==> src/rtl/bcd_pkg.sv <==
// rtl/bcd_pkg.sv - shared types and constants for the BCD-to-binary converter
package bcd_pkg;

  localparam int BCD_DIGIT_W     = 4;
  localparam int BCD_DIGITS_DFLT = 3;
  localparam int BIN_W_DFLT      = 10;

  typedef enum logic [1:0] {
    ST_IDLE  = 2'd0,
    ST_SHIFT = 2'd1,
    ST_DONE  = 2'd2
  } state_e;

  function automatic logic digit_invalid(input logic [BCD_DIGIT_W-1:0] digit);
    return digit > 4'd9;
  endfunction

endpackage

==> src/rtl/bcd_digit_adj.sv <==
// rtl/bcd_digit_adj.sv - one-nibble reverse double-dabble correction (>=8 then -3)
module bcd_digit_adj
  import bcd_pkg::*;
(
  input  logic [BCD_DIGIT_W-1:0] nib_i,
  output logic [BCD_DIGIT_W-1:0] nib_o
);

  assign nib_o = (nib_i >= 4'd8) ? (nib_i - 4'd3) : nib_i;

endmodule

==> src/rtl/bcd_to_bin.sv <==
// rtl/bcd_to_bin.sv - iterative packed-BCD to binary converter; BCD_TO_BIN_ERR_CHECK_EN adds invalid-digit detection
module bcd_to_bin
  import bcd_pkg::*;
#(
  parameter int BCD_DIGITS = BCD_DIGITS_DFLT,
  parameter int BIN_W      = BIN_W_DFLT
) (
  input  logic                            clk,
  input  logic                            rst,
  input  logic                            start,
  input  logic [BCD_DIGIT_W*BCD_DIGITS-1:0] bcd_in,
  output logic                            busy,
  output logic                            done,
  output logic [BIN_W-1:0]                bin_out,
  output logic                            err
);

  localparam int BCD_W = BCD_DIGIT_W * BCD_DIGITS;
  localparam int CNT_W = $clog2(BIN_W + 1);

  state_e             state_q, state_d;
  logic [CNT_W-1:0]   cnt_q, cnt_d;
  logic [BCD_W-1:0]   bcd_q, bcd_d;
  logic [BIN_W-1:0]   bin_q, bin_d;
  logic [BIN_W-1:0]   bin_out_q, bin_out_d;
  logic [BCD_W-1:0]   bcd_shift, bcd_adj;
  logic [BIN_W-1:0]   bin_shift;
  logic               last_iter;

  // The shift moves the BCD LSB into the binary MSB; each nibble is then corrected.
  assign bcd_shift = {1'b0, bcd_q[BCD_W-1:1]};
  assign bin_shift = {bcd_q[0], bin_q[BIN_W-1:1]};
  assign last_iter = (cnt_q == CNT_W'(BIN_W - 1));

  for (genvar g = 0; g < BCD_DIGITS; g++) begin : g_adj
    bcd_digit_adj u_adj (
      .nib_i (bcd_shift[g*BCD_DIGIT_W +: BCD_DIGIT_W]),
      .nib_o (bcd_adj[g*BCD_DIGIT_W +: BCD_DIGIT_W])
    );
  end

`ifdef BCD_TO_BIN_ERR_CHECK_EN
  logic err_q, err_d;
  logic operand_invalid;

  always_comb begin
    operand_invalid = 1'b0;
    for (int i = 0; i < BCD_DIGITS; i++) begin
      if (digit_invalid(bcd_in[i*BCD_DIGIT_W +: BCD_DIGIT_W])) operand_invalid = 1'b1;
    end
  end

  assign err = err_q;
`else
  assign err = 1'b0;
`endif

  always_comb begin
    state_d   = state_q;
    cnt_d     = cnt_q;
    bcd_d     = bcd_q;
    bin_d     = bin_q;
    bin_out_d = bin_out_q;
`ifdef BCD_TO_BIN_ERR_CHECK_EN
    err_d     = err_q;
`endif
    case (state_q)
      ST_IDLE: begin
        if (start) begin
          bcd_d   = bcd_in;
          bin_d   = '0;
          cnt_d   = '0;
          state_d = ST_SHIFT;
`ifdef BCD_TO_BIN_ERR_CHECK_EN
          if (operand_invalid) begin
            state_d   = ST_DONE;
            bin_out_d = '0;
            err_d     = 1'b1;
          end
`endif
        end
      end
      ST_SHIFT: begin
        bcd_d = bcd_adj;
        bin_d = bin_shift;
        cnt_d = cnt_q + 1'b1;
        if (last_iter) begin
          state_d   = ST_DONE;
          bin_out_d = bin_shift;
`ifdef BCD_TO_BIN_ERR_CHECK_EN
          err_d     = 1'b0;
`endif
        end
      end
      ST_DONE: state_d = ST_IDLE;
      default: state_d = ST_IDLE;
    endcase
  end

  always_ff @(posedge clk) begin
    if (rst) begin
      state_q   <= ST_IDLE;
      cnt_q     <= '0;
      bcd_q     <= '0;
      bin_q     <= '0;
      bin_out_q <= '0;
`ifdef BCD_TO_BIN_ERR_CHECK_EN
      err_q     <= 1'b0;
`endif
    end else begin
      state_q   <= state_d;
      cnt_q     <= cnt_d;
      bcd_q     <= bcd_d;
      bin_q     <= bin_d;
      bin_out_q <= bin_out_d;
`ifdef BCD_TO_BIN_ERR_CHECK_EN
      err_q     <= err_d;
`endif
    end
  end

  assign busy    = (state_q != ST_IDLE);
  assign done    = (state_q == ST_DONE);
  assign bin_out = bin_out_q;

endmodule

==> config.mk <==
export PLATFORM = sky130hd
export DESIGN_NAME = bcd_to_bin
export DESIGN_NICKNAME = d
export VERILOG_FILES = /design/src/rtl/bcd_pkg.sv /design/src/rtl/bcd_digit_adj.sv /design/src/rtl/bcd_to_bin.sv
export SDC_FILE = /design/constraint.sdc
export NUM_CORES = 1
export LEC_CHECK = 0
export BUFFER_PORTS_ARGS = -buffer_cell sky130_fd_sc_hd__buf_2
export CAP_MARGIN = 5
export CORE_MARGIN = 1
export CORE_UTILIZATION = 50
export CTS_BUF_LIST = sky130_fd_sc_hd__clkbuf_8 sky130_fd_sc_hd__clkbuf_16
export CTS_CLUSTER_SIZE = 12
export DETAILED_ROUTE_END_ITERATION = 10
export GPL_ROUTABILITY_DRIVEN = 0
export GPL_TIMING_DRIVEN = 0
export PLACE_DENSITY = 0.74
export SKIP_LAST_GASP = 1
export SYNTH_ARGS = -nofsm -noshare
export SYNTH_HDL_FRONTEND = slang
export SYNTH_HIERARCHICAL = 1
export SYNTH_SLANG_ARGS = --single-unit
==> constraint.sdc <==
create_clock -name clk -period 1.4 [get_ports clk]
set_input_delay 0.14 -clock clk [delete_from_list [all_inputs] [get_ports clk]]
set_output_delay 0.14 -clock clk [all_outputs]
set_load 0.01 [all_outputs]
# Yosys cells after proc, flatten, opt, wreduce, memory -nomap -nowiden
# Index checks and enable logic that the tools add are counted.
# W data, S select, Z words.
# totals
reg_bits,38
inputBits,15
output_inout_bits,13
elab_cells,35
# classes
addsub,4
n_lt_le_gt_ge,3
eq_ne,5
mux,12
reduce_logical,6
# ops
cell,count
$pmux W12 S2,1
$pmux W10 S2,1
$mux W4,4
$mux W12,1
$mux W10,1
$ge A4 B4 Y1 const B,2
$pmux W4 S2,1
$sub A4 B2 Y4 const B,2
$reduce_and A2 Y1,3
$add A4 B1 Y4 const B,1
$eq A4 B4 Y1 const B,1
$ge A3 B4 Y1 const B,1
$mux W2,2
$ne A2 B2 Y1 const B,2
$pmux W2 S2,1
$reduce_bool A2 Y1,2
$sub A3 B2 Y4 const B,1
$eq A2 B1 Y1 const B,1
$eq A2 B2 Y1 const B,1
$logic_not A2 Y1,1

# Logic depth before layout (Yosys ltp)
# Gate-level depths: netlist of run 1.
# logic_depth
depth_word,3
ltp_mapped,7
ltp_nobuf,7

# Modules after synthesis
# The synthesis of run 1 kept the hierarchy.
# modules_own_cells
module,n_inst,cells_per_inst,area_each_um2,seq_area_each_um2
bcd_to_bin,1,163,1591.5,740.7
bcd_digit_adj,3,11,76.3,0.0

# Worst setup path before layout of run 1
# No wires, ideal clock.
# synth_timing
kind,register to register
start,reg bcd_q[1]
end,reg bcd_q[1]
setup_ps,117
arrival_time_ps,1123
required_time_ps,1283
setup_slack_ps,160
stages_incl_launch_ff,8
cell_sequence,dfxtp_1 inv_1 ha_1 nand2_1 o21ai_0 nand2_1 o21ai_0 a22o_1
# synth_via
elab_chain_len,3
word_cells_on_any_way,4
classes_between,add/sub: 1; order compare: 1; mux: 2
# synth_rtl
element,line,text
start: declaration,bcd_to_bin.sv:23,"logic [BCD_W-1:0] bcd_q, bcd_d;"
start signal: assignment,bcd_to_bin.sv:104,bcd_q <= '0;
start signal: assignment,bcd_to_bin.sv:113,bcd_q <= bcd_d;
$sub A4 B2 Y4 / $ge A4 B4 Y1 (equally long branches),bcd_digit_adj.sv:9,assign nib_o = (nib_i >= 4'd8) ? (nib_i - 4'd3) : nib_i;
$mux W4 *,bcd_digit_adj.sv:9,
net bcd_adj[1],bcd_to_bin.sv:26,"logic [BCD_W-1:0] bcd_shift, bcd_adj;"
$pmux W12 S2 *,bcd_to_bin.sv:67,case (state_q)
# The timed path passes the listed nets; every way through them passes the cells marked *.
# A chain may end at the register's enable or synchronous reset.

# Final worst setup path of run 1
# layout_timing
start,reg state_q[0]
end,out busy
# layout_via
elab_chain_len,1
# layout_rtl
element,line,text
start: declaration,bcd_to_bin.sv:21,"state_e state_q, state_d;"
start signal: assignment,bcd_to_bin.sv:111,state_q <= state_d;
$reduce_bool A2 Y1,bcd_to_bin.sv:122,assign busy = (state_q != ST_IDLE);
end: declaration,bcd_to_bin.sv:12,"output logic busy,"
# No other way between the ends.

==> metrics.yaml, run 1 <==
sta:
  rsz0062_at_grt: "yes"
  finalSetupViolations: 0
  finalCriticalPeriod_ns: 1.31
  drv_slew: 0
  fin_skew_ns: 0.00466
  slew_headroom: 0.648
  fmax_ghz: 0.764
  tightest_slew_ns: 0.528
  holdWs_ns: 0.179
  finalCritPeriodShare: 0.935
  hold_viol: 0
logic_synthesis:
  syn_area_per_cell_sq_um: 9.29
  synth.top_cell.area_share: 0.407
  synth-seq-area-share: 0.407
  yosys.cell_count.top_type: "dfxtp_1"
  synth_seq_cells: 37
  yosysTopAreaCell: "dfxtp_1"
  yosysWarnings: 6
  yosys.cell_types.count: 31
  synth_common_cells: "dfxtp_1, nand2b_1, a22o_1, nand2_1, inv_1"
  ys_top_cells_by_area: "dfxtp_1, a22o_1, nand2b_1"
  synth_flop_cell: "dfxtp_1"
  synth_edf_count: 0
  syn_inst: 196
  async_flop_share: 0
  synth_area_sq_mm: 0.00182
critical_path:
  endpoint_kind: "output pin"
  path_buf_inv: 2
  path_delay_family: "flip-flops"
  cp_slowest_stage_delay_ns: 0.31
  worstPathArrival_ns: 1.17
  crit_fanout: 17
  start_kind: "flop"
  worstPathRequired_ns: 1.26
  crit_chain: "buf_6, or2_2, buf_2"
  crit_slowest_cell: "dfxtp_1"
  path_class: "flop to output pin"
global_routing:
  grt_pass1_vias: 1312
  antenna_found_initial: 0
  grt_start_max_net_pins: 18
  grt_use_total: 0.192
  grt_pass1_wl_um: 5860
  grt_overflow: 0
clock_network:
  hold_buffers: 0
  cts_tree: "yes"
  cts_buffer_depth: 2
  htree_num_levels: 2
  cts_buffers: 5
  cts-root-buf: "clkbuf_8"
  cts_sinks: 37
  insertion_delay_ns: 0.29
  clk_pin_slew_worst_paths_ns: 0.07
pwr:
  vdd_ir_drop_max_mv: 0.595
  total_power_w: 0.00216
  leakage_nw: 0.903
  cellPowerDensity_mw_per_mm2: 1010
outcome:
  outcome: "complete, no violations"
cells_and_area:
  antenna_cells: 0
  area_growth_pct: 17.4
  design_area_sq_mm: 0.00214
  nNetsFinal: 257
  fillers: 309
  fin_cells: 281
  drive_above_1_share: 0.221
route:
  drt-initial-drc-count: 82
  dr.pass1.iters: 4
  num_vias: 1387
  via_per_inst: 4.94
  routed_wl_um: 3310
  postRouteAntennaNets: 0
  drc: 0
  wl_per_cell_um: 11.8
die:
  rows: 21
  fp.dieH_um: 62.3
  initial_core_util: 0.533
  fp.dieW_um: 62.3
  dieArea_sq_mm: 0.00389
  ios: 28
  coreArea_sq_mm: 0.00342
min_path:
  hp-class: "primary input to flop"
flow_run:
  drv_cap: 0
place:
  placed_area_sq_mm: 0.00202
  place_inst: 271
  hpwl_um: 2270
  io_buffers: 24
==> routing by layer <==
metal	global-route usage	vias up	routed length, um
met5	0	-	0
met4	0.0698	0	52
met3	0.0441	8	105
met2	0.295	22	1430
met1	0.262	622	1720
li1	-	735	-
==> path summary, 6_finish.rpt <==
kind              start  slack [ns]  cells past startpoint         end
max          state_q[0]        0.09                      3        busy
min          bcd_in[11]        0.18                      3   bcd_q[11]
max reg2reg  state_q[0]        0.10                      5   bcd_q[10]
min reg2reg  bin_out[0]        0.47                      2  bin_out[0]
==> stage by stage <==
step                      worst slack [ns]   util  setup TNS (ns)
after floorplan                      0.160      -               0
after global placement              0.0420  0.590               0
after detailed placement            0.0118  0.590               0
after CTS                           0.0480  0.622               0
after global routing               -0.0434  0.626         -0.0456
final                               0.0916  0.626               0
==> sequential cells by signal, summed over array words and instances (netlist names) <==
register	count
bin_out	10
state_q	2
cnt_q	4
bin_q	9
bcd_q	12
==> cell usage in the layout (no fill, tap or decap), types with 3 or more instances in the layout <==
cell      count
nand2_1      22
dfxtp_2       3
dfxtp_1      34
mux2i_1      10
a21oi_1       4
nand2b_1     23
ha_1          8
clkbuf_8      5
nand3_1       3
a22o_1       22
xor2_1        3
buf_2        26
buf_4         6
clkbuf_1      3
nor2b_1       4
o21ai_0      11
xnor2_1       3
inv_1        12
nor2_1        4
conb_1        6
==> report_power, final <==
group | switching [W] | internal (W)
combinational | 0.000152 | 0.000141
sequential | 0.0000469 | 0.00109
clock | 0.000380 | 0.000343
==> timing repair <==
item	CTS	global route
buffers inserted	2	1
pin swaps	1	0
setup endpoints to repair	5	7
resized for setup	0	3
==> logic make-up (layout without fill, tap and decap cells) <==
kind of cell | after synthesis | count (layout) | synth area share
compound gates | 43 | 43 | 0.180
xor+xnor | 6 | 6 | 0.0289
fa+ha+maj | 8 | 8 | 0.0550
buf+inv | 24 | 58 | 0.0680
flops | 37 | 37 | 0.407
mux | 10 | 10 | 0.0550
other cells | 1 | 6 | 0.00206
simple gates | 67 | 67 | 0.204
==> cell type report <==
cell class / instances / area [sq um] / area share
repair buffers: 27 / 155 / 0.0726
well taps: 46 / 57.6 / 0.0269
clock buffers: 5 / 68.8 / 0.0322
flip-flops and latches: 37 / 744 / 0.348
plain buffers: 11 / 73.8 / 0.0345
multi-input cells: 140 / 975 / 0.456
inverters: 12 / 45.0 / 0.0211
clock inverters: 3 / 17.5 / 0.00820
==> worst register-to-register path, stage by stage, from the launching register on <==
cell and delay [ns]:
dfxtp_1 0.32, buf_6 0.18, o21bai_4 0.11, nor2b_4 0.14, buf_6 0.14, a221o_1 0.30
Power figures use the tool's default switching activity.
==> run 2: changes to the inputs <==
- ABC_AREA: not set -> 1
- PLACE_DENSITY: 0.74 -> 0.73
==> run 2 against run 1 <==
Global-route usage grew 1.9 points. Clock power fell by 8.4%. Critical endpoint is now bin_out[8]. Core utilization is 0.26 points lower. Die area grew 4.6%. Worst setup slack lost 0.0030 ns. Area after synthesis up 4.7%. Worst hold slack got worse by 0.11 ns. Total power rose by 1.7%. Sequential share of layout area is 1.8 points lower. Critical path type is now flop to flop.
==> metrics.yaml, run 2 <==
min_path:
  hp-class: "primary input to flop"
  hold_end: "bcd_q[10]"
  min_delay_path_depth: 3
  hp-start: "bcd_in[10]"
clock_network:
  cts_buffers: 5
  hold_buffers: 0
  cts_tree: "yes"
  htree_num_levels: 2
  cts_buffer_depth: 2
  cts_sinks: 37
  clk_pin_slew_worst_paths_ns: 0.07
  insertion_delay_ns: 0.28
  cts-root-buf: "clkbuf_8"
global_routing:
  grt_start_max_net_pins: 11
  grt_pass1_vias: 1602
  antenna_found_initial: 0
  grt_pass1_wl_um: 6730
  grt_overflow: 0
  grt_use_total: 0.211
sta:
  hold_viol: 0
  finalSetupViolations: 0
  drv_slew: 0
  holdWs_ns: 0.0682
  final.setup.tns_ns: 0
  fmax_ghz: 0.763
  finalCritPeriodShare: 0.937
  finalCriticalPeriod_ns: 1.31
  fin_skew_ns: 0.00316
outcome:
  outcome: "complete, no violations"
cells_and_area:
  final_cell_mix: "nand2_1, inv_1, nor2_1"
  fillers: 355
  final_common_cell: "nand2_1"
  drive_above_1_share: 0.173
  design_area_sq_mm: 0.00228
  largest_reg_flops: 12
  area_growth_pct: 19.6
  nNetsFinal: 360
  fin_util: 0.623
  antenna_cells: 0
  regMostFlops: "bcd_q"
critical_path:
  crit_fanout: 5
  cp_slowest_stage_delay_ns: 0.34
  path_delay_family: "simple AND/OR/NAND/NOR gates"
  worst-r2r-setup-slack_ns: 0.09
  regToRegStartpoint: "cnt_q[1]"
  worstPathArrival_ns: 1.53
  reg2reg_to: "bin_out[8]"
  cpMostUsedCell: "nand2_1"
  crit_chain: "inv_2, ha_4, nand2_2, nor2_4, nand2_4, clkbuf_16, nand2_1, nand2_1, nor2_1"
  crit_slowest_cell: "dfxtp_2"
  rr_worst_depth: 9
  path_buf_inv: 2
  worstPathRequired_ns: 1.62
  start_kind: "flop"
  endpoint_kind: "flop"
  path_class: "flop to flop"
logic_synthesis:
  synth_edf_count: 0
  yosys.cell_types.count: 22
  yosys.area_share.adder: 0.0525
  yosys.cell_count.top_type: "nand2_1"
  syn_inst: 294
  syn_area_per_cell_sq_um: 6.49
  yosysWarnings: 6
  synth-seq-area-share: 0.388
  synth_mux_area_frac: 0
  synth_top_family_by_area: "simple AND/OR/NAND/NOR gates"
  synth_compound_area_frac: 0.0860
  synth.top_cell.area_share: 0.388
  synth_seq_cells: 37
  synth_area_sq_mm: 0.00191
  ys_top_cells_by_area: "dfxtp_1, nand2_1, inv_1"
  synth_simple_gate_area_frac: 0.326
  yosysTopAreaCell: "dfxtp_1"
  async_flop_share: 0
  synth_common_cells: "nand2_1, inv_1, nor2_1"
  synth_xor_area_frac: 0.0138
  synth_flop_cell: "dfxtp_1"
die:
  fp.dieH_um: 63.8
  fp.dieW_um: 63.8
  rows: 22
  dieArea_sq_mm: 0.00406
  ios: 28
  initial_core_util: 0.521
  coreArea_sq_mm: 0.00366
pwr:
  cellPowerDensity_mw_per_mm2: 962
  leakage_nw: 1.24
  total_power_w: 0.00220
  vdd_ir_drop_max_mv: 0.750
flow_run:
  drv_cap: 0
route:
  postRouteAntennaNets: 0
  via_per_inst: 4.59
  num_vias: 1764
  drt-initial-drc-count: 73
  dr.pass1.iters: 7
  wl_per_cell_um: 10.0
  routed_wl_um: 3840
  drc: 0
place:
  io_buffers: 26
  placed_area_sq_mm: 0.00212
  hpwl_um: 2600
run 2: cell count changes after synthesis, moves of 4 or more:
cell	before	now
a21oi_1	4	11
a22o_1	22	0
inv_1	12	50
mux2i_1	10	0
nand2_1	22	86
nand2b_1	23	0
nand3_1	3	21
nor2_1	4	40
nor2b_1	4	0
o21ai_0	11	16
run 2: worst min-delay path, delay by kind of cell:
| kind | cells | cell delay [ns] |
|---|---|---|
| and+or+nand+nor | 2 | 0.09 |
| buffers and inverters | 1 | 0.08 |
run 2: cells by family (layout without fill, tap and decap cells):
kind of cell / after synthesis / in the layout
simple gates: 152 / 153
fa+ha+maj: 8 / 8
buf+inv: 62 / 97
compound gates: 31 / 31
flops: 37 / 37
xor+xnor: 3 / 3
other cells: 1 / 7
run 2: what timing repair did:
item,in CTS,in global routing
gates cloned,0,2
endpoints found under the setup margin,9,10
resized for setup,2,14
pin swaps,0,2
buffers inserted,0,2
run 2: power by group:
| group | internal (W) | total, W | switching (W) | leakage (nW) |
|---|---|---|---|---|
| clock | 0.000327 | 0.000662 | 0.000335 | 0.0399 |
| combinational | 0.000140 | 0.000366 | 0.000227 | 0.894 |
| sequential | 0.00111 | 0.00117 | 0.0000586 | 0.304 |
| total | 0.00158 | 0.00220 | 0.000620 | 1.24 |
run 2: worst max-delay path by stage:
stage	from	to	slack (ns)	cells after the start
after global placement	cnt_q[0]	bin_out[3]	-0.02	7
final	cnt_q[1]	bin_out[8]	0.09	9
after global routing	state_q[0]	bin_out[8]	-0.002	7
after CTS	cnt_q[0]	bin_out[3]	0.02	7
after floorplan	cnt_q[0]	bin_out[1]	0.17	7
after detailed placement	cnt_q[0]	bin_out[3]	-0.03	7
run 2: metrics by stage:
step                setup slack, ns  instances
finish                       0.0886        384
global route               -0.00209        384
CTS                          0.0151        380
detailed placement          -0.0257        374
global placement            -0.0230        374
floorplan                     0.173        300
run 2: final cells by class:
cell class	instances	area, sq um	area share
Tap cell	48	60.1	0.0263
Inverter	51	191	0.0839
Sequential cell	37	753	0.330
Multi-Input combinational cell	202	968	0.425
Clock buffer	5	68.8	0.0302
Clock inverter	1	5.00	0.00219
Timing Repair Buffer	29	170	0.0746
Buffer	11	63.8	0.0280
run 2: metal layers:
layer  GRT usage  part of all wire  up-vias
li1            -                 -      964
met1       0.290              0.53      769
met2       0.327              0.43       27
met3      0.0482             0.032        4
met4      0.0682            0.0094        0
met5           0                 0        -
